**src/rtl/ps2_key_ctrl_pkg.sv**
```systemverilog
// ps2_key_ctrl_pkg
//   Shared definitions for the PS/2 key controller: set-2 scan codes,
//   parser state encoding, held-map bit indices and the key decoder.
package ps2_key_ctrl_pkg;

  // Prefix bytes
  localparam logic [7:0] SC_EXT   = 8'hE0;
  localparam logic [7:0] SC_BRK   = 8'hF0;
  localparam logic [7:0] SC_PAUSE = 8'hE1;

  // Key codes (Up/Down only count when E0-prefixed)
  localparam logic [7:0] SC_W     = 8'h1D;
  localparam logic [7:0] SC_S     = 8'h1B;
  localparam logic [7:0] SC_UP    = 8'h75;
  localparam logic [7:0] SC_DOWN  = 8'h72;
  localparam logic [7:0] SC_SPACE = 8'h29;
  localparam logic [7:0] SC_P     = 8'h4D;

  // The pause key sends E1 followed by seven more bytes that must be dropped
  localparam logic [2:0] PAUSE_SKIP_BYTES = 3'd7;

  // Held-map bit positions: {P,Space,Down,Up,S,W}
  localparam int unsigned K_W     = 0;
  localparam int unsigned K_S     = 1;
  localparam int unsigned K_UP    = 2;
  localparam int unsigned K_DOWN  = 3;
  localparam int unsigned K_SPACE = 4;
  localparam int unsigned K_P     = 5;
  localparam int unsigned N_KEYS  = 6;

  typedef enum logic [2:0] {
    ST_IDLE    = 3'd0,
    ST_EXT     = 3'd1,
    ST_BRK     = 3'd2,
    ST_EXT_BRK = 3'd3,
    ST_SKIP    = 3'd4
  } parser_state_t;

  typedef struct packed {
    logic       hit;
    logic [2:0] idx;
  } key_hit_t;

  // Map a completed code (plus its E0 flag) onto a held-map bit.
  function automatic key_hit_t decode_key(input logic [7:0] code, input logic ext);
    key_hit_t r;
    r.hit = 1'b0;
    r.idx = 3'd0;
    if (ext) begin
      if (code == SC_UP) begin
        r.hit = 1'b1; r.idx = 3'(K_UP);
      end else if (code == SC_DOWN) begin
        r.hit = 1'b1; r.idx = 3'(K_DOWN);
      end
    end else begin
      if (code == SC_W) begin
        r.hit = 1'b1; r.idx = 3'(K_W);
      end else if (code == SC_S) begin
        r.hit = 1'b1; r.idx = 3'(K_S);
      end else if (code == SC_SPACE) begin
        r.hit = 1'b1; r.idx = 3'(K_SPACE);
      end else if (code == SC_P) begin
        r.hit = 1'b1; r.idx = 3'(K_P);
      end
    end
    return r;
  endfunction

endpackage

```
**src/rtl/ps2_prefix_timer.sv**
```systemverilog
// ps2_prefix_timer
//   Counts cycles while the parser waits for the rest of a multi-byte code.
//   Ports:
//     clk, rst  clock, synchronous active-high reset
//     clear     hold the count at zero (new byte, frame error, or parser idle)
//     expire    1-cycle strobe on the LIMIT-th uncleared cycle
module ps2_prefix_timer #(
  parameter int unsigned LIMIT = 100_000
) (
  input  logic clk,
  input  logic rst,
  input  logic clear,
  output logic expire
);

  localparam int unsigned CNT_W = (LIMIT < 2) ? 1 : $clog2(LIMIT);

  logic [CNT_W-1:0] cnt;

  assign expire = !clear && (cnt == CNT_W'(LIMIT - 1));

  always_ff @(posedge clk) begin
    if (rst || clear || expire) begin
      cnt <= '0;
    end else begin
      cnt <= cnt + 1'b1;
    end
  end

endmodule

```
**src/rtl/ps2_key_ctrl.sv**
```systemverilog
// ps2_key_ctrl
//   Turns received PS/2 set-2 bytes into a held-key map and game controls.
//   Ports:
//     clk, rst     clock, synchronous active-high reset
//     rx_valid     strobe: rx_byte holds a received byte
//     rx_byte      received scan byte
//     rx_err       strobe: frame error, byte dropped, parser restarts
//     game_tick    frame-rate strobe
//     p1_dy/p2_dy  signed paddle steps, registered on game_tick
//     dy_valid     strobe one cycle after game_tick
//     start_pulse  pulse on the first Space make
//     paused       pause level, toggled on the first P make
//     held         held map {P,Space,Down,Up,S,W}
//     dbg_state    current parser state
//   Handshake: all inputs are single-cycle strobes with no back-pressure;
//   a byte is consumed on the cycle rx_valid is high, and rx_err in the same
//   cycle overrides it. Outputs are strobes or levels, never held for ready.
module ps2_key_ctrl
  import ps2_key_ctrl_pkg::*;
#(
  parameter int unsigned CLK_HZ     = 50_000_000,
  parameter int unsigned TIMEOUT_US = 2000,
  parameter int unsigned SPEED      = 4,
  parameter int unsigned DY_W       = 8
) (
  input  logic                   clk,
  input  logic                   rst,
  input  logic                   rx_valid,
  input  logic [7:0]             rx_byte,
  input  logic                   rx_err,
  input  logic                   game_tick,
  output logic signed [DY_W-1:0] p1_dy,
  output logic signed [DY_W-1:0] p2_dy,
  output logic                   dy_valid,
  output logic                   start_pulse,
  output logic                   paused,
  output logic [N_KEYS-1:0]      held,
  output logic [2:0]             dbg_state
);

  localparam int unsigned TIMEOUT_CYC = CLK_HZ / 1_000_000 * TIMEOUT_US;
  localparam logic signed [DY_W-1:0] STEP_POS = DY_W'(SPEED);
  localparam logic signed [DY_W-1:0] STEP_NEG = -STEP_POS;

  parser_state_t state, state_next;
  logic [2:0]    skip_cnt, skip_next;
  logic          key_make, key_brk, key_ext;
  logic          tmo_expire;
  key_hit_t      key;

  assign dbg_state = state;

  ps2_prefix_timer #(
    .LIMIT (TIMEOUT_CYC)
  ) u_timer (
    .clk    (clk),
    .rst    (rst),
    .clear  (rx_valid | rx_err | (state == ST_IDLE)),
    .expire (tmo_expire)
  );

  always_ff @(posedge clk) begin
    if (rst) begin
      state    <= ST_IDLE;
      skip_cnt <= '0;
    end else begin
      state    <= state_next;
      skip_cnt <= skip_next;
    end
  end

  // Priority: frame error, then a new byte, then the prefix timeout.
  always_comb begin
    state_next = state;
    skip_next  = skip_cnt;
    key_make   = 1'b0;
    key_brk    = 1'b0;
    key_ext    = 1'b0;
    if (rx_err) begin
      state_next = ST_IDLE;
    end else if (rx_valid) begin
      case (state)
        ST_IDLE: begin
          if (rx_byte == SC_EXT) begin
            state_next = ST_EXT;
          end else if (rx_byte == SC_BRK) begin
            state_next = ST_BRK;
          end else if (rx_byte == SC_PAUSE) begin
            state_next = ST_SKIP;
            skip_next  = PAUSE_SKIP_BYTES;
          end else begin
            key_make = 1'b1;
          end
        end
        ST_EXT: begin
          if (rx_byte == SC_BRK) begin
            state_next = ST_EXT_BRK;
          end else begin
            key_make   = 1'b1;
            key_ext    = 1'b1;
            state_next = ST_IDLE;
          end
        end
        ST_BRK: begin
          key_brk    = 1'b1;
          state_next = ST_IDLE;
        end
        ST_EXT_BRK: begin
          key_brk    = 1'b1;
          key_ext    = 1'b1;
          state_next = ST_IDLE;
        end
        ST_SKIP: begin
          skip_next = skip_cnt - 1'b1;
          if (skip_cnt == 3'd1) begin
            state_next = ST_IDLE;
          end
        end
        default: state_next = ST_IDLE;
      endcase
    end else if (tmo_expire) begin
      state_next = ST_IDLE;
    end
  end

  assign key = decode_key(rx_byte, key_ext);

  // Held map and edge actions. The edge checks use the held bit from before
  // this make, so typematic repeats do nothing.
  always_ff @(posedge clk) begin
    if (rst) begin
      held        <= '0;
      start_pulse <= 1'b0;
      paused      <= 1'b0;
    end else begin
      start_pulse <= key_make && key.hit && (key.idx == 3'(K_SPACE)) && !held[K_SPACE];
      if (key_make && key.hit && (key.idx == 3'(K_P)) && !held[K_P]) begin
        paused <= ~paused;
      end
      if (key.hit && key_make) begin
        held[key.idx] <= 1'b1;
      end else if (key.hit && key_brk) begin
        held[key.idx] <= 1'b0;
      end
    end
  end

  // Velocity samples held/paused as registered, i.e. before any byte that
  // lands on the same cycle as the tick.
  always_ff @(posedge clk) begin
    if (rst) begin
      p1_dy    <= '0;
      p2_dy    <= '0;
      dy_valid <= 1'b0;
    end else begin
      dy_valid <= game_tick;
      if (game_tick) begin
        p1_dy <= '0;
        p2_dy <= '0;
        if (!paused) begin
          if (held[K_W] && !held[K_S]) p1_dy <= STEP_NEG;
          else if (held[K_S] && !held[K_W]) p1_dy <= STEP_POS;
          if (held[K_UP] && !held[K_DOWN]) p2_dy <= STEP_NEG;
          else if (held[K_DOWN] && !held[K_UP]) p2_dy <= STEP_POS;
        end
      end
    end
  end

endmodule
```
**config.mk**
```make
export PLATFORM = sky130hd
export DESIGN_NAME = ps2_key_ctrl
export DESIGN_NICKNAME = d
export VERILOG_FILES = /design/src/rtl/ps2_key_ctrl_pkg.sv /design/src/rtl/ps2_prefix_timer.sv /design/src/rtl/ps2_key_ctrl.sv
export SDC_FILE = /design/constraint.sdc
export NUM_CORES = 1
export LEC_CHECK = 0
export BUFFER_PORTS_ARGS = -buffer_cell sky130_fd_sc_hd__buf_4
export CORE_ASPECT_RATIO = 0.75
export CORE_MARGIN = 10
export CORE_UTILIZATION = 53
export CTS_CLUSTER_SIZE = 16
export DETAILED_ROUTE_END_ITERATION = 12
export PLACE_DENSITY_LB_ADDON = 0.05
export RECOVER_POWER = 100
export SYNTH_ARGS = -nofsm -noshare
export SYNTH_HDL_FRONTEND = slang
export SYNTH_SLANG_ARGS = --single-unit
```
**constraint.sdc**
```tcl
create_clock -name clk -period 3.68 [get_ports clk]
set_input_delay 0.368 -clock clk [delete_from_list [all_inputs] [get_ports clk]]
set_output_delay 0.368 -clock clk [all_outputs]
set_load 0.02 [all_outputs]
```
-- Word-level counts from Yosys, hierarchy flattened
Cells that the tools add are included.
- input port bits: 13
- output and inout port bits: 28
- ROM bits: 0
- memories kept: 0
- RAM bits: 0
- flip-flop bits (word level): 48
- word-level logic and storage cells: 113
- bits in latches: 0
- reduce and logical (&&, ||, !) cells: 29
- mux-type cells: 42
- divide/modulo/power cells: 0
- bitwise logic cells: 7
- shifts and indexed selects: 0
- eq/ne operators: 22
- $lt $le $gt $ge: 2
- add/subtract/negate cells: 2
- $mul: 0
- operators with widths (operator ; count):
    two-way mux 3 bit ; 11
    two-way mux 8 bit ; 4
    two-way mux 4 bit ; 7
    == test 8 x 7 -> 1 bit (second input constant) ; 3
    == test 8 bit (second input constant) ; 3
    adder 17 x 1 -> 17 bit (second input constant) ; 1
    == test 17 bit (second input constant) ; 1
    == test 8 x 5 -> 1 bit (second input constant) ; 2
    logical AND 1 bit ; 12
    two-way mux 1 bit ; 12
    two-way mux 6 bit ; 2
    == test 3 bit (second input constant) ; 3
    case mux 3 bit (3 select lines) ; 1
    == test 8 x 6 -> 1 bit (second input constant) ; 1
    logical NOT 1 bit ; 7
    bitwise AND 6 bit ; 1
    == test 3 x 1 -> 1 bit (second input constant) ; 2
    == test 3 x 2 -> 1 bit (second input constant) ; 2
    inverter 6 bit ; 1
    bitwise OR 6 bit ; 1
    case mux 3 bit (2 select lines) ; 1
    AND reduction 6 bit ; 1
    nonzero test 2 bit ; 3
    != test 5 x 2 -> 1 bit (second input constant) ; 1
    other kinds (15) ; 21

-- Logic depth before layout (Yosys ltp)
- depth in word-level cells: 14
- gate-level depth with buffers: 7
- mapped depth without buffers: 7

-- Cells and area by module
Synthesis repeated with hierarchy kept, for this count alone.
- cells, all modules: 239
- area total of the unflattened synthesis: 2094.5 um2
- modules (own cells, without submodules) (module ; cells an instance ; area an instance (um2) ; sequential area each (um2) ; times used):
    ps2_key_ctrl ; 149 ; 1301.2 ; 380.4 ; 1
    ps2_prefix_timer ; 90 ; 793.3 ; 340.3 ; 1

-- Worst setup path before layout
Ideal clock, no wire load.
- path type: input to register
- from: input rx_byte[2]
- to: register with a tool-made name
- arrival: 1761 ps
- path buffers: 1
- stages on the path: 6
- setup time: 122 ps
- data required time: 3558 ps
- setup slack: 1797 ps
- cell sequence: buf_6 > or3_4 > o31a_1 > or3b_1 > o211ai_1 > o21ai_1
- RTL lines (element ; RTL line ; text):
    from (decl) ; ps2_key_ctrl.sv:29 ; input logic [7:0] rx_byte,

-- Worst setup path after layout
- from: register state[2] (netlist: dbg_state[2])
- to: register state[0] (netlist: dbg_state[0])
- longest elaborated chain between the ends: 6
- elaborated cells between the ends (all ways): 12
- those cells by class: eq/ne (4); mux (2); bitwise (1); reduce/logical (5)
- ends and longest elaborated chain (element ; RTL line ; text):
    from (decl) ; ps2_key_ctrl.sv:45 ; parser_state_t state, state_next;
    from (signal assigned) ; ps2_key_ctrl.sv:67 ; state <= state_next;
    logical NOT 3 bit ; ps2_key_ctrl.sv:58, ps2_key_ctrl.sv:82 ;
    bitwise OR 1 bit ; ps2_key_ctrl.sv:58 ; .clear (rx_valid | rx_err | (state == ST_IDLE)),
    logical NOT 1 bit ; ps2_prefix_timer.sv:20 ; assign expire = !clear && (cnt == CNT_W'(LIMIT - 1));
    logical AND 1 bit ; ps2_prefix_timer.sv:20 ;
    nonzero test 2 bit (no source line) ; -- ;
    AND reduction 3 bit (no source line) ; -- ;
Parallel ways exist; a longest one is shown, timed or not.
A chain may end at the register's enable or synchronous reset.

==> metrics.md <==
| Metric | Value |
|---|---|
| Clock skew | `0.00293 ns` |
| Final hold slack | `0.320 ns` |
| Mapped Cells | `241` |
| Die W | `91.7 um` |
| Relative slew slack | `64.2%` |
| Clock root buffer | `clkbuf_8` |
| Number of global-route vias before repair | `1520` |
| Bufs and invs on worst path | `0` |
| Synth area leaders | `dfxtp_1 35%, nor2_1 7.7%, buf_4 4.4%` |
| Post-cts resize count | `0` |
| Sequential fraction of the synthesis area | `35.3%` |
| Tmin final | `1.85 ns` |
| Fmax | `541 MHz` |
| Synthesized cell area | `2040 sq um` |
| CTS Hold Bufs | `0` |
| Clock sink count | `36` |
| CP arrival | `2.06 ns` |
| Core Rows | `19` |
| Reg clk slew, reported paths | `0.07 ns` |
| Synth Area in Compound Gates | `9.80%` |
| Commonest non-fill, non-tap cells in the layout | `42 x nor2_1, 36 x dfxtp_1, 27 x clkbuf_1` |
| Crit Path Category | `reg -> reg` |
| First-pass GRT wire length | `7430 um` |
| Critical path peak fanout | `12` |
| Final Hold Fails | `0` |
| Gr usage total | `13.3%` |
| CP max stage cell | `dfxtp_1` |
| Setup Fix Bufs, Post-CTS | `0` |
| HPWL after DPL | `3430 um` |
| Routability cong. | `0.834` |
| PortBufs | `36` |
| Reg2reg path depth | `5` |
| Post-Synth Adder-Cell Area | `3.06%` |
| Finished Layout Cells | `321` |
| Max incr delay on CP | `0.54 ns` |
| Yosys top cell by area | `dfxtp_1` |
| XOR/XNOR share of the synthesized area | `6.86%` |
| Post-synthesis mux area share | `1.96%` |
| Pre-Repair DR Iteration Count | `4` |
| Pleak | `0.766 nW` |
| Async set-reset flop share out of synthesis | `0%` |
| Final setup violation count | `0` |
| Vias per cell | `5.31` |
| Crit share post-route | `50.2%` |
| H-tree depth | `2` |
| EDFF count, synth | `0` |
| Setup TNS | `0 ns` |
| DR iter-0 viols | `127` |
| Critical Path Start Type | `register` |
| Cell count after placement | `313` |
| Largest net degree at the start of global routing | `17` |
| FF+latch count, synth | `36` |
| CTS Buffer Depth | `2` |
| Total number of yosys warnings | `0` |
| I/O pins | `41` |
| Antenna Nets Post-Route | `0` |
| Final Max Tran Viols | `0` |
| Initial Util | `55.4%` |
| CTS tree | `done` |
| Power per cell area | `346 nW/um^2` |
| CP top delay family | `compound AO/OA/AOI/OAI gates` |
| Worst Max-Slew Pin Slew | `0.536 ns` |
| Congestion Overflow GR | `0` |
| CTS Buf Count | `5` |
| FILL cells | `355` |
| RSZ-0062 raised after global routing | `no` |
| Die Y | `73.8 um` |
| Max-cap viol count | `0` |
| Largest family of logic cells by synthesized area | `simple AND/OR/NAND/NOR gates` |
| Distinct cells, synth | `54` |
| Final core occ | `61.3%` |
| Initial antenna violation count | `0` |
| Die area | `6760 sq um` |
| Register Area | `721 sq um` |
| Worst vdd ir | `0.189 mV` |
| DR WL/cell | `14.0 um` |
| Critical Path End Type | `register` |
| Total Power | `0.000781 W` |
| Crit path depth | `5` |
| Skew-Pair Late Insertion Delay | `0.28 ns` |
| CORE AREA | `3680 sq um` |
| Hold Crit Class | `in -> reg` |
| Layout cells sized above 1 | `10.8%` |
| Total length of routed wires | `4490 um` |
| Cell chain of the critical path | `or3b_2 -> o21a_1 -> a31oi_1 -> o21ai_0 -> a21boi_0` |
| Status | `completed` |
| Drc violations | `0` |
| # diodes | `0` |
| Most used DFF post-synth | `dfxtp_1` |
| Worst EP required | `3.89 ns` |
| DR vias | `1706` |
| Post-Synth Simple-Gate Area | `34.4%` |
| Area share of the largest cell type after synthesis | `35.3%` |
| Syn Area/Cell | `8.48 sq um` |
| Most common cell after layout, fill and taps aside | `nor2_1` |
| Nets | `286` |
| Synth-to-layout area growth | `10.6%` |
| WHS Path Cells | `2` |
| Multi-input gate area | `1160 sq um` |
## Yosys cell counts, types with 2 or more instances
| library cell | n |
|---|---|
| nor2b_1 | 9 |
| buf_6 | 3 |
| nor3b_1 | 2 |
| clkbuf_1 | 3 |
| buf_4 | 12 |
| nand4b_1 | 3 |
| nor2_1 | 42 |
| nand4bb_1 | 2 |
| nand4_1 | 7 |
| nand2_1 | 13 |
| xor2_1 | 8 |
| o21ai_1 | 2 |
| nor4bb_1 | 3 |
| nor3_1 | 4 |
| inv_1 | 9 |
| or3_1 | 2 |
| and2_1 | 2 |
| and4bb_2 | 3 |
| nor4_1 | 4 |
| and4_1 | 3 |
| a31oi_1 | 3 |
| dfxtp_1 | 36 |
| mux2i_1 | 4 |
| o211ai_1 | 4 |
| nor4b_1 | 3 |
| and3_1 | 3 |
| a21oi_1 | 5 |
| nand3_1 | 7 |
| ha_1 | 5 |
| xnor2_1 | 8 |
| o21ai_0 | 4 |
## cell families (layout without fill, tap and decap cells)
logic type / after synthesis / after routing
buffers and inverters: 28 / 53
adder cells (fa/ha/maj): 5 / 5
AND/OR/NAND/NOR: 122 / 122
other: 1 / 4
multiplexers: 4 / 4
AO/OA/AOI/OAI: 29 / 29
XOR/XNOR: 16 / 16
flip-flops: 36 / 36
## power breakdown
part	switching (W)	internal, W	total (W)
clock	0.000139	0.000201	0.000340
sequential	0.000000309	0.000390	0.000390
combinational	0.0000309	0.0000204	0.0000513
## worst register-to-register path: stages, from the launching register on
cell      delay, ns
dfxtp_1        0.54
or3b_2         0.49
o21a_1         0.23
a31oi_1        0.23
o21ai_0        0.13
a21boi_0       0.16
## cell type report
class,instances,area share (%)
timing repair buffer,36,7.64
clock buffer,6,3.21
clock inverter,2,1.55
inverter,9,1.50
tap,52,2.88
sequential,36,31.9
multi-input combinational,180,51.3
## path summary, 6_finish.rpt
check | start | to | slack (ns)
worst max-delay path | dbg_state[2] | dbg_state[0] | 1.83
worst max register to register | dbg_state[2] | dbg_state[0] | 1.83
worst min register to register | register | start_pulse | 0.45
worst min-delay path | rx_err | dbg_state[1] | 0.32
## layer usage
layer | track usage (%) | share of wire, % | vias to the layer above
met5 | 0 | 0 | -
met3 | 4.58 | 6.0 | 5
met4 | 4.10 | 1.0 | 0
met1 | 20.6 | 57 | 760
li1 | - | - | 893
met2 | 16.1 | 36 | 48
## through the flow
stage / setup slack (ns) / area, sq um
after detailed placement: 1.69 / 2250
after global routing: 1.60 / 2260
after floorplan: 1.80 / 2050
after CTS: 1.86 / 2360
after global placement: 1.70 / 2250
final: 1.83 / 2260
(Power assumes the default switching activity.)
